### config.mk
export PLATFORM = sky130hd
export DESIGN_NAME = alu_cmd_seq
export DESIGN_NICKNAME = d
export VERILOG_FILES = /design/src/rtl/alu_cmd_seq.sv
export SDC_FILE = /design/constraint.sdc
export NUM_CORES = 1
export LEC_CHECK = 0
export ABC_AREA = 1
export BUFFER_PORTS_ARGS = -buffer_cell sky130_fd_sc_hd__buf_2
export CAP_MARGIN = 20
export CORE_MARGIN = 2
export CORE_UTILIZATION = 45
export CTS_CLUSTER_DIAMETER = 100
export DETAILED_ROUTE_END_ITERATION = 8
export MAX_ROUTING_LAYER = met4
export PLACE_DENSITY = 0.71
export SLEW_MARGIN = 10
export SYNTH_ARGS = -nofsm -noshare
export SYNTH_HDL_FRONTEND = slang
export SYNTH_SLANG_ARGS = --single-unit
### constraint.sdc
create_clock -name clk -period 5.1 [get_ports clk]
set_input_delay 0.255 -clock clk [delete_from_list [all_inputs] [get_ports clk]]
set_output_delay 0.255 -clock clk [all_outputs]
set_load 0.01 [all_outputs]
### src/rtl/alu_cmd_seq.sv
// ============================================================================
// Module   : alu_cmd_seq
// Brief    : Command FIFO, operand registers and result stage for a 4-bit ALU.
// Revision : 1.0
// ============================================================================
`timescale 1ns/1ps
`default_nettype none

module alu_cmd_seq #(
    parameter int DW    = 4,
    parameter int OPW   = 4,
    parameter int DEPTH = 4
) (
    input  logic                     clk,
    input  logic                     rst_n,
    input  logic                     cmd_valid,
    output logic                     cmd_ready,
    input  logic [OPW-1:0]           cmd_opr,
    input  logic [DW-1:0]            cmd_a,
    input  logic [DW-1:0]            cmd_b,
    output logic [OPW-1:0]           alu_opr,
    output logic [DW-1:0]            alu_a,
    output logic [DW-1:0]            alu_b,
    input  logic [DW-1:0]            alu_o,
    output logic                     res_valid,
    input  logic                     res_ready,
    output logic [DW-1:0]            res_data,
    output logic [OPW-1:0]           res_opr,
    output logic                     res_zero,
    output logic                     res_dz,
    output logic [$clog2(DEPTH):0]   fifo_cnt
);

    localparam int AW = $clog2(DEPTH);
    localparam int CW = AW + 1;
    localparam int EW = OPW + 2 * DW;

    localparam logic [CW-1:0]  c_FULL   = CW'(DEPTH);
    localparam logic [OPW-1:0] c_OP_DIV = OPW'(3);

    localparam logic [1:0] c_IDLE = 2'd0;
    localparam logic [1:0] c_EXEC = 2'd1;
    localparam logic [1:0] c_WAIT = 2'd2;

    // ------------------------------------------------------------------
    // Registered state
    // ------------------------------------------------------------------
    logic [EW-1:0]  r_mem [DEPTH];
    logic [AW-1:0]  r_wr_ptr;
    logic [AW-1:0]  r_rd_ptr;
    logic [CW-1:0]  r_cnt;
    logic [1:0]     r_state;

    logic [OPW-1:0] r_alu_opr;
    logic [DW-1:0]  r_alu_a;
    logic [DW-1:0]  r_alu_b;

    logic           r_res_valid;
    logic [DW-1:0]  r_res_data;
    logic [OPW-1:0] r_res_opr;
    logic           r_res_zero;
    logic           r_res_dz;

    // ------------------------------------------------------------------
    // Combinational signals
    // ------------------------------------------------------------------
    logic           w_cmd_ready;
    logic           w_push;
    logic           w_not_empty;
    logic [1:0]     w_state_nxt;
    logic           w_pop;
    logic           w_capture;
    logic           w_release;
    logic [EW-1:0]  w_head;
    logic           w_dz;
    logic [DW-1:0]  w_res;

    // Ready is a pure function of the occupancy register, so a pop in the
    // same cycle never opens a slot for a push on a full FIFO.
    assign w_cmd_ready = (r_cnt != c_FULL);
    assign w_push      = cmd_valid & w_cmd_ready;
    assign w_not_empty = (r_cnt != '0);
    assign w_head      = r_mem[r_rd_ptr];

    assign w_dz  = (r_alu_opr == c_OP_DIV) && (r_alu_b == '0);
    assign w_res = w_dz ? '0 : alu_o;

    // ------------------------------------------------------------------
    // FSM: state register
    // ------------------------------------------------------------------
    always_ff @(posedge clk or negedge rst_n) begin
        if (!rst_n) begin
            r_state <= c_IDLE;
        end else begin
            r_state <= w_state_nxt;
        end
    end

    // ------------------------------------------------------------------
    // FSM: next-state logic
    // ------------------------------------------------------------------
    always_comb begin
        w_state_nxt = r_state;
        case (r_state)
            c_IDLE: begin
                if (w_not_empty) begin
                    w_state_nxt = c_EXEC;
                end
            end
            c_EXEC: begin
                w_state_nxt = c_WAIT;
            end
            c_WAIT: begin
                if (res_ready) begin
                    w_state_nxt = w_not_empty ? c_EXEC : c_IDLE;
                end
            end
            default: begin
                w_state_nxt = c_IDLE;
            end
        endcase
    end

    // ------------------------------------------------------------------
    // FSM: output decode
    // ------------------------------------------------------------------
    always_comb begin
        w_pop     = 1'b0;
        w_capture = 1'b0;
        w_release = 1'b0;
        case (r_state)
            c_IDLE: begin
                w_pop = w_not_empty;
            end
            c_EXEC: begin
                w_capture = 1'b1;
            end
            c_WAIT: begin
                w_release = res_ready;
                w_pop     = res_ready & w_not_empty;
            end
            default: begin
                w_pop = 1'b0;
            end
        endcase
    end

    // ------------------------------------------------------------------
    // Command FIFO storage (data only, no reset needed)
    // ------------------------------------------------------------------
    always_ff @(posedge clk) begin
        if (w_push) begin
            r_mem[r_wr_ptr] <= {cmd_opr, cmd_a, cmd_b};
        end
    end

    // Pop decisions use the registered count, so an entry written this
    // cycle can never be read in the same cycle.
    always_ff @(posedge clk or negedge rst_n) begin
        if (!rst_n) begin
            r_wr_ptr <= '0;
            r_rd_ptr <= '0;
            r_cnt    <= '0;
        end else begin
            if (w_push) begin
                r_wr_ptr <= r_wr_ptr + 1'b1;
            end
            if (w_pop) begin
                r_rd_ptr <= r_rd_ptr + 1'b1;
            end
            case ({w_push, w_pop})
                2'b10:   r_cnt <= r_cnt + 1'b1;
                2'b01:   r_cnt <= r_cnt - 1'b1;
                default: r_cnt <= r_cnt;
            endcase
        end
    end

    // ------------------------------------------------------------------
    // ALU operand registers
    // ------------------------------------------------------------------
    always_ff @(posedge clk or negedge rst_n) begin
        if (!rst_n) begin
            r_alu_opr <= '0;
            r_alu_a   <= '0;
            r_alu_b   <= '0;
        end else if (w_pop) begin
            r_alu_opr <= w_head[EW-1 -: OPW];
            r_alu_a   <= w_head[2*DW-1 -: DW];
            r_alu_b   <= w_head[DW-1:0];
        end
    end

    // ------------------------------------------------------------------
    // Result stage
    // ------------------------------------------------------------------
    always_ff @(posedge clk or negedge rst_n) begin
        if (!rst_n) begin
            r_res_valid <= 1'b0;
            r_res_data  <= '0;
            r_res_opr   <= '0;
            r_res_zero  <= 1'b0;
            r_res_dz    <= 1'b0;
        end else if (w_capture) begin
            r_res_valid <= 1'b1;
            r_res_data  <= w_res;
            r_res_opr   <= r_alu_opr;
            r_res_zero  <= (w_res == '0);
            r_res_dz    <= w_dz;
        end else if (w_release) begin
            r_res_valid <= 1'b0;
        end
    end

    assign cmd_ready = w_cmd_ready;
    assign fifo_cnt  = r_cnt;
    assign alu_opr   = r_alu_opr;
    assign alu_a     = r_alu_a;
    assign alu_b     = r_alu_b;
    assign res_valid = r_res_valid;
    assign res_data  = r_res_data;
    assign res_opr   = r_res_opr;
    assign res_zero  = r_res_zero;
    assign res_dz    = r_res_dz;

endmodule

`default_nettype wire
**After elaboration in Yosys (flattened, before gate mapping)**

Memory sizes are Yosys's and may differ from the RTL's. A register that Yosys moved wholly into a read port is not among the register bits.
Cells that the tools add are included.

- Register bits after elaboration: 20
- Memory bits (writable): 48
- Input port bits: 20
- Memories: 1

Memory list:

| name | words | width | read ports | clocked after memory_dff | wr ports | RTL line | RTL |
|---|---|---|---|---|---|---|---|
| r_mem | 4 | 12 | 1 | 1 | 1 | 48 | `logic [EW-1:0] r_mem [DEPTH];` |

- Add/subtract/negate cells: 4
- Equality and inequality tests: 8
- Mux-type cells: 13
- Bitwise gates (word level): 2
- Reductions and logical operators: 9

Operator list:

| kind | count |
|---|---|
| logical NOT 4 bit | 2 |
| two-way mux 1 bit | 7 |
| one-hot mux 2 bit (3 select lines) | 1 |
| one-hot mux 3 bit (2 select lines) | 1 |
| adder 2 x 1 -> 2 bit (second input constant) | 2 |
| equality test 2 x 1 -> 1 bit (second input constant) | 2 |
| equality test 2 bit (second input constant) | 2 |
| equality test 4 x 2 -> 1 bit (second input constant) | 1 |
| two-way mux 2 bit | 2 |
| two-way mux 4 bit | 1 |
| != test 2 bit (second input constant) | 2 |
| nonzero test 2 bit | 2 |
| adder 3 x 1 -> 3 bit (second input constant) | 1 |
| != test 3 bit (second input constant) | 1 |
| nonzero test 3 bit | 1 |
| subtractor 3 x 1 -> 3 bit (second input constant) | 1 |
| AND 1 bit | 2 |
| logical NOT 2 bit | 1 |
| one-hot mux 1 bit (2 select lines) | 1 |
| AND reduction 2 bit | 1 |
| logical AND 1 bit | 1 |
| logical NOT 1 bit | 1 |

**Depth between registers and ports, before layout**

- Depth after elaboration: 5
- Depth in mapped cells: 10
- Gate-level depth less buffers: 9

**Worst setup path after synthesis**

Ideal clock, no wire load.

- Kind: flip-flop to flip-flop
- From: register r_cnt[0], in the netlist fifo_cnt[0]
- To: register r_cnt[2], in the netlist fifo_cnt[2]
- Setup time: 131 ps
- Arrival time: 1857 ps
- Data required time: 4969 ps
- Setup slack: 3112 ps
- Stages on the path, launching flop included: 11
- Buffers on the path: 1
- Clock period less this slack: 1988 ps
- Cell sequence: dfrtp_1 inv_1 nand3_1 nand2_2 inv_2 buf_6 ha_1 fa_1 a21oi_1 o21ai_0 xor2_1

- Word-level cells in the longest chain between the ends: 5

RTL lines:

| element | RTL line | RTL |
|---|---|---|
| start, declared | 51 | `logic [CW-1:0] r_cnt;` |
| start signal, assigned | 172 | `2'b10: r_cnt <= r_cnt + 1'b1;` |
| start signal, assigned | 173 | `2'b01: r_cnt <= r_cnt - 1'b1;` |
| start signal, assigned | 174 | `default: r_cnt <= r_cnt;` |
| nonzero test 3 bit * | 82 | `assign w_not_empty = (r_cnt != '0);` |
| AND 1 bit | 140 | `w_pop = res_ready & w_not_empty;` |
| one-hot mux 1 bit (2 select lines) * | 131 | `case (r_state)` |
| net w_pop | 71 | `logic w_pop;` |
| equality test 2 x 1 -> 1 bit / equality test 2 bit (equally long branches) | 171 | `case ({w_push, w_pop})` |
| one-hot mux 3 bit (2 select lines) / nonzero test 2 bit (equally long branches) | - |  |

The timed path passes the listed nets; every way through them passes the cells marked *.
A chain may end at the register's enable or synchronous reset.

**Worst setup path after layout**

- From: register r_cnt[1], in the netlist fifo_cnt[1]
- To: register r_cnt[2], in the netlist fifo_cnt[2]

- Word-level cells in the longest chain between the ends: 5

RTL lines:

| element | RTL line |
|---|---|
| nonzero test 3 bit | 82 |
| AND 1 bit | 140 |
| one-hot mux 1 bit (2 select lines) | 131 |
| equality test 2 x 1 -> 1 bit / equality test 2 bit (equally long branches) | 171 |
| one-hot mux 3 bit (2 select lines) / nonzero test 2 bit (equally long branches) | - |

Parallel ways exist; a longest one is shown, timed or not.

==> metrics <==
number of buffers and inverters on the critical path 2; share of total power in the clock network 19.5%; crit-path max cell delay 420 ps; Sw Share 38.02%; vias per cell 4.683; status finished clean; CTS tree yes; P_sw 870.6 uW; crit end category register; Clock Tree Root clkbuf_8; final hold vios 0; startpoint types register; via count 2056; Mapped Area 3216 um2; TritonCTS Buffers 9; diode count 0; largest net degree at the start of global routing 33; share of layout cells above drive strength 1 21.87%; Synth area leaders edfxtp_1 (45%), dfrtp_1 (25%), nor2_1 (6.2%); WS Path Type reg2reg; Max stage delay cell, worst path dfrtp_1; Buffers on Ports 46; Seq pwr share 45.4%; Tightest Hold Check Type in2reg; initial antenna violation count 0; pre-CTS setup slack 2974 ps; Logic pwr share 35.2%; vias in the first global route 1947; Layout Cells excl Fill 439; Ys Warns 0; # rows 30; Tcrit/Tclk final 41.13%; post-synthesis net count 312; area share of the largest cell type after synthesis 44.82%; Setup WS post-layout 3002 ps; Pwr Total 2.290 mW; sequential fraction of the synthesis area 69.73%; Pwr Density 612.1 nW/um2; slew at the pin closest to its max-slew limit 854.2 ps; final WL 5737 um; leakage 1.631 nW; setup_tns 0 ps; Starting Density 46.81%; NumNets Final 364; routed len/inst 13.07 um; most common cell after layout, fill and taps aside nor2_1; first-pass GRT wire length 9142 um; DR iter-0 viols 132; remaining antenna violation count 0; required time of the critical path 5340 ps; Post-CTS Setup Bufs 0; Yosys reg bits 80; Crit Path Max Fanout 22; dpl hpwl 3824 um; DRC viols 0; clk sinks 80; GPL Wtd Cong 0.7741; synth unique cells 23; htree depth 3; die area 7838 um2; CTS clk-pin slew, worst paths 80 ps; # resized after CTS 0; Setup-failing EPs final 0; Syn Area/Cell 11.24 um2; crit-path cells inv_1 > nand3_1 > nand2_2 > inv_2 > ha_1 > fa_1 > a21oi_1 > o21ai_0 > xor2_1; area leader, netlist edfxtp_1; Total GRT Usage 16.51%; RSZ-0062 raised after global routing no; CP Data Arrival Time 2330 ps; MaxCap Viol Count 0; Placed Cells 418; Mapped Cells 286; Slew Limit Fails 0; highest clock rate 476.7 MHz; deepest clock path buffer count 2; grt ovf 0; # IOs 47; core box area 6869 um2; Int Pwr 1.419 mW; Die H 88.53 um; Clock Skew 9.911 ps; Max-slew headroom 43.05%; Skew-Pair Late Insertion Delay 350 ps; Max IR drop VDD 0.2536 mV; area grow syn2layout 16.34%; Crit path max-delay family adder cells; Die X 88.53 um; Initial DRT Pass Iterations 4; Final min period 2098 ps; most frequent cells in the layout nor2_1 (53), nand2_1 (50), edfxtp_1 (48)
## power groups by stage
stage / clock, mW / sequential (mW) / combinational, mW
6_report: 0.446 / 1.04 / 0.805
5_1_grt: 0.489 / 1.06 / 0.932
4_1_cts: 0.460 / 1.04 / 0.801
3_5_place_dp: 0 / 1.06 / 0.797
3_3_place_gp: 0 / 1.04 / 0.770
2_1_floorplan: 0 / 1.04 / 0.567
## through the flow
| step | area, um2 | utilization (%) | hold WS (ps) |
|---|---|---|---|
| floorplan | 3216 | - | -40.59 |
| global placement | 3501 | 50.97 | 340.9 |
| detailed placement | 3501 | 50.97 | 353.3 |
| CTS | 3704 | 53.92 | 96.05 |
| global route | 3741 | 54.46 | 102.4 |
| finish | 3741 | 54.46 | 115.1 |
## worst reg2reg max path, cell delays in order, from the launching register on
cell and delay (ps):
dfrtp_1 420, inv_1 110, nand3_1 100, nand2_2 150
inv_2 170, ha_1 270, fa_1 390, a21oi_1 120
o21ai_0 100, xor2_1 150
## repair_timing
| item | 4_1_cts | 5_1_grt |
|---|---|---|
| hold endpoints to repair | 32 | 0 |
| setup endpoints to repair | 0 | 0 |
| hold buffers | 1 | 0 |
## layout make-up
class	instances	area, um2
clock buffer	9	123.9
clock inverter	7	68.82
fill	621	3128
inverter	25	93.84
multi-input combinational	171	814.5
sequential	80	2242
tap	96	120.1
timing repair buffer	51	277.8
## logic make-up after synthesis
group                    Yosys count  synth area share (%)
AO/OA/AOI/OAI                     48                 7.821
XOR/XNOR                           4                 1.090
adder cells (fa/ha/maj)            6                 2.568
buffers and inverters             35                 4.942
flip-flops                        80                 69.73
AND/OR/NAND/NOR                  113                 13.85
## sequential cells by signal, indices dropped and copies added (netlist names), 2 cells and up
register  count
alu_opr       4
alu_b         4
r_rd_ptr      2
r_mem        48
r_state       2
alu_a         4
res_data      4
fifo_cnt      3
res_opr       4
r_wr_ptr      2
## synthesized netlist by cell type
master,count
nand2_1,50
buf_6,2
inv_1,18
o21ai_1,14
fa_1,1
buf_4,1
a21oi_1,4
xnor2_1,1
edfxtp_1,48
a21oi_2,1
nor2_1,53
xor2_1,3
ha_1,5
or2_1,1
dfrtp_1,32
buf_2,7
nor2_4,1
o21ai_0,24
nand2_2,1
o22ai_1,4
o31ai_1,1
inv_2,7
nand3_1,7
## worst paths after layout
kind	start	end	depth (start not counted)	slack, ps
min	cmd_b[2]	r_mem[2][2]	1	120
max in group asynchronous	rst_n	alu_opr[2]	2	4150
min in group asynchronous	rst_n	res_data[2]	2	490
max reg2reg	fifo_cnt[1]	fifo_cnt[2]	9	3000
min reg2reg	res_zero	res_zero	2	480
max	fifo_cnt[1]	fifo_cnt[2]	9	3000
## per-layer routing
layer  up-vias  global-route usage (%)  wire [um]
met5         -                       -          0
met4         0                   5.372         79
met3         6                   6.063        324
met2        52                   25.15       2629
met1       949                   20.65       2703
li1       1049                       -          -
Power figures use the tool's default switching activity.
